### config.mk
export PLATFORM = sky130hd
export DESIGN_NAME = led_trail_pwm_flat
export DESIGN_NICKNAME = d
export VERILOG_FILES = /design/src/rtl/led_trail_pwm_if.sv /design/src/rtl/led_trail_pwm.sv /design/src/flat_wrapper.sv
export SDC_FILE = /design/constraint.sdc
export NUM_CORES = 1
export LEC_CHECK = 0
export ABC_AREA = 1
export ABC_CLOCK_PERIOD_IN_PS = 1700
export BUFFER_PORTS_ARGS = -buffer_cell sky130_fd_sc_hd__buf_2
export CAP_MARGIN = 20
export CORE_MARGIN = 3
export CORE_UTILIZATION = 60
export CTS_CLUSTER_DIAMETER = 150
export DETAILED_ROUTE_END_ITERATION = 10
export PLACE_DENSITY = 0.83
export RECOVER_POWER = 25
export REMOVE_ABC_BUFFERS = 1
export SYNTH_ARGS = -nofsm -noshare
export SYNTH_HDL_FRONTEND = slang
export SYNTH_SLANG_ARGS = --single-unit
### constraint.sdc
create_clock -name clki -period 1.7 [get_ports clki]
set_clock_uncertainty 0.15 [all_clocks]
set_input_delay 0.34 -clock clki [delete_from_list [all_inputs] [get_ports clki]]
set_output_delay 0.34 -clock clki [all_outputs]
set_load 0.02 [all_outputs]
### src/rtl/led_trail_pwm_if.sv
// led_trail_pwm_if
//  Bundles the scanner-facing pattern input and the LED-facing outputs of
//  led_trail_pwm into one interface.
//  Signals:
//   pat_in      N_LEDS  LED pattern from the scanner, bit i = LED i lit
//   pat_valid   1       pat_in is taken on every rising edge where this is high
//   leds_out    N_LEDS  PWM-modulated LED drive
//   frame_start 1       one-cycle pulse at the start of each PWM frame
//  Modports:
//   master  drives the pattern and observes the LED outputs (scanner / bench side)
//   slave   consumes the pattern and drives the LED outputs (led_trail_pwm side)
interface led_trail_pwm_if #(
    parameter int N_LEDS = 8
);
    logic [N_LEDS-1:0] pat_in;
    logic              pat_valid;
    logic [N_LEDS-1:0] leds_out;
    logic              frame_start;

    modport master (
        output pat_in,
        output pat_valid,
        input  leds_out,
        input  frame_start
    );

    modport slave (
        input  pat_in,
        input  pat_valid,
        output leds_out,
        output frame_start
    );
endinterface

### src/rtl/led_trail_pwm.sv
// led_trail_pwm
//  Gives each lit LED of the scanner's pattern a fading "comet tail".
//  Each channel keeps a brightness level: a lit channel jumps to full
//  brightness, an unlit one decays by DECAY_STEP on every prescaled tick and
//  saturates at zero. Levels are rendered by comparing against one shared
//  free-running PWM counter of period MAX = 2**PWM_BITS-1 cycles.
//  Ports:
//   clki   in   system clock, all state on the rising edge
//   reset  in   asynchronous active-low reset
//   bus    slave side of led_trail_pwm_if (pat_in, pat_valid in;
//          leds_out, frame_start out, both registered)
module led_trail_pwm #(
    parameter int N_LEDS     = 8,
    parameter int PWM_BITS   = 4,
    parameter int DECAY_DIV  = 16,
    parameter int DECAY_STEP = 1
) (
    input  logic           clki,
    input  logic           reset,
    led_trail_pwm_if.slave bus
);

    localparam logic [PWM_BITS-1:0] LVL_MAX  = {PWM_BITS{1'b1}};
    // PWM counter runs 0..MAX-1, so its last value is MAX-1.
    localparam logic [PWM_BITS-1:0] PWM_LAST = PWM_BITS'((2 ** PWM_BITS) - 2);
    localparam logic [PWM_BITS-1:0] STEP_LVL = PWM_BITS'(DECAY_STEP);
    // A divider of 1 still needs a 1-bit counter; it simply stays at 0.
    localparam int                  DCNT_W   = (DECAY_DIV > 1) ? $clog2(DECAY_DIV) : 1;
    localparam logic [DCNT_W-1:0]   DCNT_LAST = DCNT_W'(DECAY_DIV - 1);

    logic [N_LEDS-1:0]                cur_pat_r;
    logic [N_LEDS-1:0][PWM_BITS-1:0]  level_r;
    logic [DCNT_W-1:0]                dcnt_r;
    logic [PWM_BITS-1:0]              pwm_cnt_r;
    logic [N_LEDS-1:0]                leds_out_r;
    logic                             frame_start_r;

    logic [N_LEDS-1:0]                eff_s;
    logic                             tick_s;
    logic [DCNT_W-1:0]                dcnt_nxt_s;
    logic [PWM_BITS-1:0]              pwm_nxt_s;
    logic [N_LEDS-1:0][PWM_BITS-1:0]  level_nxt_s;
    logic [N_LEDS-1:0]                led_cmp_s;

    // Effective pattern: a valid new pattern takes effect in the same cycle.
    always_comb begin
        if (bus.pat_valid) begin
            eff_s = bus.pat_in;
        end else begin
            eff_s = cur_pat_r;
        end
    end

    // Decay prescaler and PWM counter next-state; tick marks the last prescaler count.
    always_comb begin
        tick_s = (dcnt_r == DCNT_LAST);
        if (tick_s) begin
            dcnt_nxt_s = '0;
        end else begin
            dcnt_nxt_s = dcnt_r + DCNT_W'(1);
        end
        if (pwm_cnt_r == PWM_LAST) begin
            pwm_nxt_s = '0;
        end else begin
            pwm_nxt_s = pwm_cnt_r + PWM_BITS'(1);
        end
    end

    // Per-channel level update (relight beats decay) and PWM compare on the current level.
    always_comb begin
        level_nxt_s = level_r;
        led_cmp_s   = '0;
        for (int i = 0; i < N_LEDS; i++) begin
            if (eff_s[i]) begin
                level_nxt_s[i] = LVL_MAX;
            end else if (tick_s) begin
                // Saturating subtract so a dim channel never wraps back to bright.
                if (level_r[i] < STEP_LVL) begin
                    level_nxt_s[i] = '0;
                end else begin
                    level_nxt_s[i] = level_r[i] - STEP_LVL;
                end
            end else begin
                level_nxt_s[i] = level_r[i];
            end
            led_cmp_s[i] = (level_r[i] > pwm_cnt_r);
        end
    end

    // State and output registers.
    always_ff @(posedge clki or negedge reset) begin
        if (!reset) begin
            cur_pat_r     <= '0;
            level_r       <= '0;
            dcnt_r        <= '0;
            pwm_cnt_r     <= '0;
            leds_out_r    <= '0;
            frame_start_r <= 1'b0;
        end else begin
            cur_pat_r     <= eff_s;
            level_r       <= level_nxt_s;
            dcnt_r        <= dcnt_nxt_s;
            pwm_cnt_r     <= pwm_nxt_s;
            leds_out_r    <= led_cmp_s;
            // Registered compare at pwm_cnt=0 is in flight when this pulse is high.
            frame_start_r <= (pwm_cnt_r == PWM_LAST);
        end
    end

    assign bus.leds_out    = leds_out_r;
    assign bus.frame_start = frame_start_r;

endmodule

### src/flat_wrapper.sv
// flat-port wrapper written by rule: the top's interface ports become plain ports
module led_trail_pwm_flat 
#(
    parameter int N_LEDS     = 8,
    parameter int PWM_BITS   = 4,
    parameter int DECAY_DIV  = 16,
    parameter int DECAY_STEP = 1
)
  (clki, reset, bus_pat_in, bus_pat_valid, bus_leds_out, bus_frame_start);
  led_trail_pwm_if #(.N_LEDS(N_LEDS)) bus_i ();
  input  logic clki;
  input  logic reset;
  input wire logic [$bits(bus_i.pat_in)-1:0] bus_pat_in;
  input wire logic [$bits(bus_i.pat_valid)-1:0] bus_pat_valid;
  output wire logic [$bits(bus_i.leds_out)-1:0] bus_leds_out;
  output wire logic [$bits(bus_i.frame_start)-1:0] bus_frame_start;
  assign bus_i.pat_in = bus_pat_in;
  assign bus_i.pat_valid = bus_pat_valid;
  assign bus_leds_out = bus_i.leds_out;
  assign bus_frame_start = bus_i.frame_start;
  led_trail_pwm #(.N_LEDS(N_LEDS), .PWM_BITS(PWM_BITS), .DECAY_DIV(DECAY_DIV), .DECAY_STEP(DECAY_STEP)) u_core (.clki(clki), .reset(reset), .bus(bus_i));
endmodule
== After elaboration in Yosys (flattened, before gate mapping) ==
Cells that the tools add are included.
Storage, ports and cells
  register bits after elaboration: 57
  input bits: 11
  output and inout bits: 9
  logic and storage cells: 76
Operators by class
  add/subtract/negate cells: 10
  $lt $le $gt $ge: 16
  equal/unequal tests: 2
  mux-type cells: 27
  reductions and logical operators: 8
Operator list (number)
  2-to-1 mux 4 bit: 26
  greater-than comparator 4 bit: 8
  less-than comparator 4 x 1 -> 1 bit (second input constant): 8
  subtractor 4 x 1 -> 4 bit (second input constant): 8
  nonzero test 2 bit: 8
  adder 4 x 1 -> 4 bit (second input constant): 2
  == test 4 bit (second input constant): 2
  2-to-1 mux 8 bit: 1

== Depth between registers and ports, before layout ==
Gate-level depths: netlist of run 1.
  depth after elaboration: 4
  gate-level depth with buffers: 7
  gate-level depth less buffers: 7

== Worst setup path before layout of run 1 ==
No wires, ideal clock.
  kind: register to register
  from: register u_core.dcnt_r[0]
  to: register u_core.level_r[9] in the netlist's numbering
  setup time: 144 ps
  arrival: 1102 ps
  data required time: 1406 ps
  slack: 304 ps
  stages on the path, launching flop included: 7
  path buffers: 1
  period minus slack after synthesis: 1396 ps
  cells stage by stage: dfrtp_1 -> ha_1 -> nand3_1 -> clkbuf_1 -> nor2_1 -> nand2_1 -> nand3_1
On the way
  cells in the longest elaborated chain, start to end: 2
RTL lines
  start, declared: RTL line led_trail_pwm.sv:33  | logic [DCNT_W-1:0] dcnt_r;
  start signal, assigned: RTL line led_trail_pwm.sv:102  | dcnt_r <= dcnt_nxt_s;
  == test 4 bit: RTL line led_trail_pwm.sv:56  | tick_s = (dcnt_r == DCNT_LAST);
  nonzero test 2 bit (no line)
  end signal, assigned: RTL line led_trail_pwm.sv:101  | level_r <= level_nxt_s;
  end, declared: RTL line led_trail_pwm.sv:32  | logic [N_LEDS-1:0][PWM_BITS-1:0] level_r;
Every way passes these cells.
A chain may end at the register's enable or synchronous reset.

== Final worst setup path of run 1 ==
  from: register u_core.dcnt_r[0]
  to: register u_core.level_r[26] in the netlist's numbering
Same word-level chain as after synthesis.

==> flow_summary.ini, run 1 <==
[run_status]
status = complete, no violations

[pwr]
power_w = 0.00277
power_frac_comb = 0.055
switchingPower_w = 0.000657
leakage_nw = 2.07
internal_power_w = 0.00212
ir_worst_vdd_mv = 0.466
p_seq_frac = 0.504
power_frac_clock = 0.441
switching_share = 0.237
powerDensity_nw_per_um2 = 712

[synthesis]
syn_inst = 445
ys_seq_area_frac = 0.417
syn_area_per_cell_sq_um = 7.70
synth_cell_type_count = 18
synth_warnings = 0
ys_ff_latch = 57
netlist_area_sq_um = 3420

[floorplanning]
fp.coreArea_sq_um = 5300
start_util = 0.646
die_w_um = 81.6
rows = 26
dieArea_sq_um = 6650
io_pins = 20
die-height_um = 81.6

[setup_path]
start_kind = flip-flop
cp_common_cell = nand2_1
cp_data_required_time_ns = 1.77
arrival_ns = 1.64
critPathSlowestCell = dfrtp_1
crit_path_cell_trace = ha_1, inv_1, nor2_2, buf_12, nand2_1, nand2_1, nand3_1
slowest_delay_ns = 0.36
endpoint_kind = flip-flop
rrSetupSlack_ns = 0.12
crit_fanout = 31
path_class = reg -> reg

[routing]
drt_iter0_drc = 125
via_per_inst = 5.36
firstDrtPassIters = 4
vias = 3001
wire_per_inst_um = 13.0
drc_errors = 0
drtAntennaViolNets = 0
wl_um = 7260

[grt]
overflow = 0
met2_usage = 0.439
grt_pass1_vias = 3003
grt_usage = 0.252
grt_max_degree = 32
use_met1 = 0.274
antenna_found_initial = 0
grt_pass1_wl_um = 12600
grtUsageMet3 = 0.0691
busiest_layer = met2

[clocking]
clk_pin_slew_ns = 0.06
hold_buffers = 1
root_buffer = clkbuf_8
numCtsBuffers = 9
cts_setup_buffers = 0
clockBufferDepth = 2
cts_max_level = 3
post_cts_resize_count = 0
cts_tree = done
cts.sinks = 57
clk_latency_ns = 0.35

[final_layout]
n_antenna_cell = 0
final_cell_mix = nand2_1 (107), inv_1 (81), dfrtp_1 (57)
final_layout_size_suffix_gt1_frac = 0.0918
nFillCells = 413
nNetsFinal = 537
syn_to_final_growth_pct = 13.8
final_common_cell = nand2_1
stdcell_count = 560

[timing]
timing.slew.headroom = 0.676
worstMarginPinSlew_ns = 0.486
min_period_over_period = 0.927
fin_crit_ns = 1.58
rsz0062_at_grt = false
drv_slew = 0
layout_setup_ws_ns = 0.124
fmax_mhz = 635
hold_viol = 0
setup_viol = 0

[placed_design]
placed_cells = 543
dp_hpwl_um = 5160
dp_slack_ns = 0.126
io_buffers = 19
gp_congestion = 0.837

[flow_run]
maxCapViolCount = 0

[worst_hold_path]
hold_class = in -> reg
flip-flops by register name, summed over array words and instances, names as in the netlist:
name	cells
u_core.bus.frame_start	1
u_core.dcnt_r	4
u_core.bus.leds_out	8
u_core.cur_pat_r	8
u_core.level_r	32
u_core.pwm_cnt_r	4
layout make-up:
| type | count | area, sq um | share of cell area |
|---|---|---|---|
| flip-flops and latches | 57 | 1430 | 0.366 |
| clock buffers | 14 | 183 | 0.0469 |
| clock inverters | 2 | 10.0 | 0.00257 |
| inverters | 82 | 308 | 0.0789 |
| well taps | 70 | 87.6 | 0.0225 |
| repair buffers | 36 | 230 | 0.0591 |
| multi-input cells | 299 | 1650 | 0.424 |
synthesized netlist by cell type (all sizes together):
| library cell | n | area, sq um |
|---|---|---|
| dfrtp | 57 | 1430 |
| nor2 | 43 | 164 |
| clkbuf | 1 | 3.75 |
| o21ai | 24 | 120 |
| ha | 41 | 513 |
| xor2 | 2 | 17.5 |
| clkinv | 1 | 3.75 |
| nor3 | 1 | 5.00 |
| o21bai | 8 | 60.1 |
| nand3 | 48 | 240 |
| inv | 81 | 304 |
| buf | 6 | 32.5 |
| or2 | 2 | 12.5 |
| a21oi | 19 | 95.1 |
| nand4 | 4 | 25.0 |
| nand2 | 107 | 402 |
through the flow:
step                cell area (sq um)  utilization  TNS, ns  hold WS [ns]
floorplan                        3390            -   -0.546        -0.106
global placement                 3740        0.706        0         0.157
detailed placement               3740        0.706        0         0.159
CTS                              3940        0.744        0         0.275
global route                     3900        0.735        0         0.331
finish                           3900        0.735        0         0.297
worst max-delay path, delay by kind of cell, from the launching register on:
kind / cells / cell delay [ns]
and+or+nand+nor: 4 / 0.42
DFF: 1 / 0.36
buffers and inverters: 2 / 0.28
adders and majority gates: 1 / 0.21
layer usage:
layer | vias up | part of all wire
li1 | 1487 | -
met1 | 1432 | 0.44
met2 | 60 | 0.50
met3 | 22 | 0.042
met4 | 0 | 0.024
met5 | - | 0
worst paths after layout:
| path | depth (start not counted) | startpoint | to |
|---|---|---|---|
| worst max register to register | 7 | u_core.dcnt_r[0]$_DFF_PN0_ | u_core.level_r[26]$_DFFE_PN0P_ |
| min in group asynchronous | 2 | reset | u_core.bus.leds_out[2]$_DFF_PN0_ |
| max in group asynchronous | 3 | reset | u_core.level_r[4]$_DFFE_PN0P_ |
| worst min register to register | 2 | u_core.level_r[12]$_DFFE_PN0P_ | u_core.level_r[12]$_DFFE_PN0P_ |
| worst min-delay path | 6 | bus_pat_in[1] | u_core.cur_pat_r[1]$_DFF_PN0_ |
| worst max-delay path | 7 | u_core.dcnt_r[0]$_DFF_PN0_ | u_core.level_r[26]$_DFFE_PN0P_ |
logic make-up after synthesis:
family          after synthesis  share of synthesized area
fa+ha+maj                    41                      0.150
flops                        57                      0.417
xor+xnor                      2                    0.00512
compound gates               51                     0.0804
buf+inv                      89                      0.100
simple gates                205                      0.248
power groups by stage:
stage	registers (W)	logic [W]	clock network, W
final	0.00140	0.000153	0.00122
after global routing	0.00140	0.000180	0.00132
after CTS	0.00140	0.000175	0.00124
after detailed placement	0.00142	0.000172	0
after global placement	0.00142	0.000166	0
after floorplan	0.00142	0.0000702	0
Note: power is estimated with default switching activity, not from simulation.
==> inputs of run 2 (changes only) <==
--- a/config.mk
+++ b/config.mk
@@ -6,14 +6,14 @@
 export NUM_CORES = 1
 export LEC_CHECK = 0
 export ABC_AREA = 1
-export ABC_CLOCK_PERIOD_IN_PS = 1700
+export ABC_CLOCK_PERIOD_IN_PS = 1350
 export BUFFER_PORTS_ARGS = -buffer_cell sky130_fd_sc_hd__buf_2
 export CAP_MARGIN = 20
 export CORE_MARGIN = 3
-export CORE_UTILIZATION = 60
+export CORE_UTILIZATION = 55
 export CTS_CLUSTER_DIAMETER = 150
 export DETAILED_ROUTE_END_ITERATION = 10
-export PLACE_DENSITY = 0.83
+export PLACE_DENSITY = 0.8
 export RECOVER_POWER = 25
 export REMOVE_ABC_BUFFERS = 1
 export SYNTH_ARGS = -nofsm -noshare
==> constraint.sdc (replaced) <==
create_clock -name clki -period 1.35 [get_ports clki]
set_clock_uncertainty 0.15 [all_clocks]
set_input_delay 0.27 -clock clki [delete_from_list [all_inputs] [get_ports clki]]
set_output_delay 0.27 -clock clki [all_outputs]
set_load 0.02 [all_outputs]
==> run 2 against run 1 <==
Compared with the run above: power rose by 20%; sequential power rose by 26%; the flow now finishes with violations (negative setup slack); non-clock buffer count rose by 19; first-iteration DRC count rose by 82%; clock-buffer cell count fell by 2; largest cell class unchanged; flip-flop and latch count did not move; setup slack got worse by 0.31 ns; worst hold slack got worse by 0.085 ns; combinational power rose by 46%; clock power rose by 9%.
==> flow_summary.ini, run 2 (synthesis results as in run 1) <==
[setup_path]
crit_path_cell_trace = inv_2, buf_6, ha_4, inv_2, o21bai_1, nand2_1, a21oi_2
critPathSlowestCell = dfrtp_1
crit_fanout = 4
path_class = reg -> reg
start_kind = flip-flop
cp_data_required_time_ns = 1.46
slowest_delay_ns = 0.36
endpoint_kind = flip-flop
cp_common_cell = inv_2
arrival_ns = 1.65

[timing]
timing.slew.headroom = 0.473
setup_viol = 41
fin_crit_ns = 1.54
fmax_mhz = 650
worstMarginPinSlew_ns = 0.782
min_period_over_period = 1.14
drv_slew = 0
hold_viol = 0
holdWs_ns = 0.211
layout_setup_ws_ns = -0.188
rsz0062_at_grt = true

[routing]
firstDrtPassIters = 5
drc_errors = 0
vias = 3257
wl_um = 9690
wire_per_inst_um = 16.7
drt_iter0_drc = 228
drtAntennaViolNets = 0
via_per_inst = 5.61

[final_layout]
nFillCells = 381
final_area_sq_um = 4590
seq_area_sq_um = 1430
final_common_cell = nand2_1
largest_reg_flops = 32
largest_register = u_core.level_r
stdcell_count = 581
final_layout_size_suffix_gt1_frac = 0.306
final_cell_mix = nand2_1 (96), inv_1 (67), dfrtp_1 (55)
n_antenna_cell = 0
multi_input_area_sq_um = 2120
syn_to_final_growth_pct = 34.1
nNetsFinal = 556

[pwr]
internal_power_w = 0.00250
power_frac_clock = 0.401
ir_worst_vdd_mv = 0.554
switchingPower_w = 0.000817
switching_share = 0.246
power_w = 0.00332
power_frac_comb = 0.067
p_seq_frac = 0.532
leakage_nw = 2.23
powerDensity_nw_per_um2 = 723

[run_status]
status = complete, but fails checks
violations = negative setup slack

[placed_design]
placed_cells = 549
io_buffers = 19
gp_congestion = 0.801
dp_slack_ns = -0.160
dp_hpwl_um = 4880
place_area_sq_um = 3730

[clocking]
clockBufferDepth = 2
clk_latency_ns = 0.34
clk_pin_slew_ns = 0.07
cts_max_level = 3
root_buffer = clkbuf_8
cts.sinks = 57
cts_tree = done
numCtsBuffers = 9

[floorplanning]
die-height_um = 84.9
rows = 28
start_util = 0.572
dieArea_sq_um = 7210
io_pins = 20
fp.coreArea_sq_um = 5990
die_w_um = 84.9

[grt]
grt_usage = 0.265
grt_max_degree = 58
antenna_found_initial = 0
grt_pass1_wl_um = 14900
grt_pass1_vias = 3260
overflow = 0

[worst_hold_path]
hold_class = in -> reg

[flow_run]
maxCapViolCount = 0
==> run 2: what timing repair did <==
item,4_1_cts,5_1_grt
hold buffers,1,0
setup endpoints to repair,41,43
gates resized for setup,68,66
endpoints found under the hold margin,57,0
pin swaps,18,18
gates cloned,3,1
setup buffers,6,10
==> run 2: per-layer routing <==
metal  vias to the layer above  track usage  share of wire
met4                         0        0.138          0.037
li1                       1529            -              -
met3                        29       0.0447          0.054
met2                       120        0.463           0.52
met1                      1579        0.311           0.39
met5                         -            0              0
==> run 2: final timing paths <==
path                                                start                                to  slack, ns  depth (start not counted)
setup / recovery            u_core.pwm_cnt_r[1]$_DFF_PN0_  u_core.bus.leds_out[1]$_DFF_PN0_      -0.19                          7
hold / removal                              bus_pat_in[6]     u_core.cur_pat_r[6]$_DFF_PN0_       0.21                          5
setup reg to reg            u_core.pwm_cnt_r[1]$_DFF_PN0_  u_core.bus.leds_out[1]$_DFF_PN0_      -0.19                          7
hold reg to reg            u_core.level_r[16]$_DFFE_PN0P_    u_core.level_r[16]$_DFFE_PN0P_       0.37                          2
max in group asynchronous                           reset     u_core.pwm_cnt_r[0]$_DFF_PN0_       0.26                          3
min in group asynchronous                           reset    u_core.level_r[26]$_DFFE_PN0P_       0.39                          3
==> run 2: critical path: cells and delay by family (launching register included) <==
kind | cells | cell delay, ns
AO/OA/AOI/OAI | 2 | 0.32
adder cells (fa/ha/maj) | 1 | 0.27
buffers and inverters | 3 | 0.26
flip-flops | 1 | 0.36
AND/OR/NAND/NOR | 1 | 0.10
==> run 2: metrics by stage <==
step	TNS [ns]	utilization
after floorplan	-11.13	-
after global placement	-1.97	0.623
after detailed placement	-3.69	0.623
after CTS	-2.27	0.727
after global routing	-7.28	0.767
final	-4.41	0.767
==> run 2: power groups by stage <==
stage          registers [W]  clock network [W]  logic [W]
6_report             0.00176            0.00133   0.000224
3_3_place_gp         0.00179                  0   0.000185
3_5_place_dp         0.00179                  0   0.000192
4_1_cts              0.00176            0.00133   0.000204
5_1_grt              0.00177            0.00140   0.000254
2_1_floorplan        0.00179                  0  0.0000884
==> run 2: layout make-up <==
class                      count  share of cell area
clock buffer                  12              0.0316
clock inverter                 1             0.00109
inverter                      82              0.0670
multi-input combinational    299               0.462
sequential                    57               0.311
tap                           75              0.0204
timing repair buffer          55               0.107
==> inputs of run 3 (changes only) <==
--- a/config.mk
+++ b/config.mk
@@ -13,7 +13,7 @@
 export CORE_UTILIZATION = 55
 export CTS_CLUSTER_DIAMETER = 150
 export DETAILED_ROUTE_END_ITERATION = 10
-export PLACE_DENSITY = 0.8
+export PLACE_DENSITY = 0.75
 export RECOVER_POWER = 25
 export REMOVE_ABC_BUFFERS = 1
 export SYNTH_ARGS = -nofsm -noshare
==> run 3 against run 2 <==
Compared with the run above: the flow still finishes with violations (negative setup slack); register-to-register slack gained 0.04 ns; core utilization shrank 2.9 points; combinational power shrank 7%; non-clock buffer count shrank 5; global-route usage shrank 3.0 points; clock power grew 5%; routed wire length shrank 13%; clock-buffer cell count grew 2; die area is the same; critical endpoint is now u_core.level_r[22]$_DFFE_PN0P_; highest routed layer unchanged.
==> flow_summary.ini, run 3 (synthesis results as in run 1) <==
[run_status]
status = complete, but fails checks
violations = negative setup slack

[flow_run]
maxCapViolCount = 0

[routing]
wl_um = 8440
drt_iter0_drc = 194
via_per_inst = 5.39
wire_per_inst_um = 14.6
drtAntennaViolNets = 0
firstDrtPassIters = 4
drc_errors = 0
vias = 3109

[floorplanning]
die_w_um = 84.9
start_util = 0.572
dieArea_sq_um = 7210
io_pins = 20
fp.coreArea_sq_um = 5990
rows = 28
die-height_um = 84.9

[placed_design]
place_area_sq_um = 3770
gp_congestion = 0.820
dp_hpwl_um = 4800
io_buffers = 19

[final_layout]
nFillCells = 409
final_cell_mix = nand2_1 (101), inv_1 (67), dfrtp_1 (56)
multi_input_area_sq_um = 2000
final_layout_size_suffix_gt1_frac = 0.251
final_common_cell = nand2_1
nNetsFinal = 551
largest_register = u_core.level_r
largest_reg_flops = 32
syn_to_final_growth_pct = 29.0
n_antenna_cell = 0
final_area_sq_um = 4420
seq_area_sq_um = 1430

[clocking]
cts_tree = done
cts_max_level = 3
root_buffer = clkbuf_8
clk_latency_ns = 0.34
numCtsBuffers = 9
clk_pin_slew_ns = 0.06
clockBufferDepth = 2
cts.sinks = 57

[pwr]
powerDensity_nw_per_um2 = 763
ir_worst_vdd_mv = 0.470
leakage_nw = 2.20
power_w = 0.00337

[setup_path]
cp_data_required_time_ns = 1.42
endpoint_kind = flip-flop
start_kind = flip-flop
arrival_ns = 1.56
path_class = reg -> reg
crit_fanout = 8

[grt]
grt_pass1_vias = 2965
overflow = 0
grt_pass1_wl_um = 13200
grt_usage = 0.235
antenna_found_initial = 0
grt_max_degree = 58

[worst_hold_path]
hold_class = in -> reg

[timing]
tns_ns = -3.27
worstMarginPinSlew_ns = 0.588
drv_slew = 0
timing.slew.headroom = 0.604
fin_crit_ns = 1.49
rsz0062_at_grt = true
hold_viol = 0
layout_setup_ws_ns = -0.143
min_period_over_period = 1.11
setup_viol = 41
fmax_mhz = 670
## run 3: path summary, 6_finish.rpt
check / slack, ns / endpoint / from / cells after the start
worst max-delay path: -0.14 / u_core.level_r[22]$_DFFE_PN0P_ / u_core.dcnt_r[0]$_DFF_PN0_ / 8
worst min-delay path: 0.18 / u_core.level_r[13]$_DFFE_PN0P_ / bus_pat_in[3] / 5
worst max register to register: -0.14 / u_core.level_r[22]$_DFFE_PN0P_ / u_core.dcnt_r[0]$_DFF_PN0_ / 8
worst min register to register: 0.35 / u_core.level_r[12]$_DFFE_PN0P_ / u_core.level_r[12]$_DFFE_PN0P_ / 2
max in group asynchronous: 0.27 / u_core.pwm_cnt_r[0]$_DFF_PN0_ / reset / 3
min in group asynchronous: 0.39 / u_core.level_r[26]$_DFFE_PN0P_ / reset / 3
## run 3: final cells by class
| cell class | instances | area share |
|---|---|---|
| inverter | 82 | 0.0708 |
| timing repair buffer | 50 | 0.0960 |
| tap | 75 | 0.0212 |
| sequential | 57 | 0.323 |
| multi-input combinational | 299 | 0.452 |
| clock buffer | 14 | 0.0368 |
## run 3: power breakdown
group / switching, W / leakage (nW) / internal, W
Sequential: 0.0000177 / 0.562 / 0.00175
Clock: 0.000647 / 0.0826 / 0.000749
Combinational: 0.000142 / 1.55 / 0.0000661
## run 3: critical path, cell delays in order, from the launching register on
cell	delay (ns)
dfrtp_1	0.42
ha_4	0.20
inv_4	0.04
nor2_4	0.12
buf_6	0.14
buf_16	0.14
nand2_2	0.04
nand2_1	0.06
nand3_1	0.06
## run 3: metrics by stage
stage | setup WS (ns) | cells | hold slack [ns] | utilization
floorplan | -0.405 | 438 | -0.176 | -
global placement | -0.132 | 553 | 0.147 | 0.630
detailed placement | -0.188 | 553 | 0.146 | 0.630
CTS | -0.161 | 575 | 0.218 | 0.713
global route | -0.197 | 577 | 0.224 | 0.737
finish | -0.143 | 577 | 0.185 | 0.737
## run 3: per-layer routing
layer	wire (um)	part of all wire	up-vias	track usage
met2	4300	0.51	81	0.403
li1	-	-	1524	-
met5	0	0	-	0
met4	196	0.023	0	0.124
met1	3580	0.42	1486	0.282
met3	362	0.043	18	0.0388
## run 3: what timing repair did
action / in CTS / in global routing
hold endpoints to repair: 57 / 0
setup endpoints to repair: 41 / 44
cloned: 2 / 0
setup buffers: 5 / 4
resized for setup: 56 / 43
hold buffers: 1 / 0
pin swaps: 14 / 18
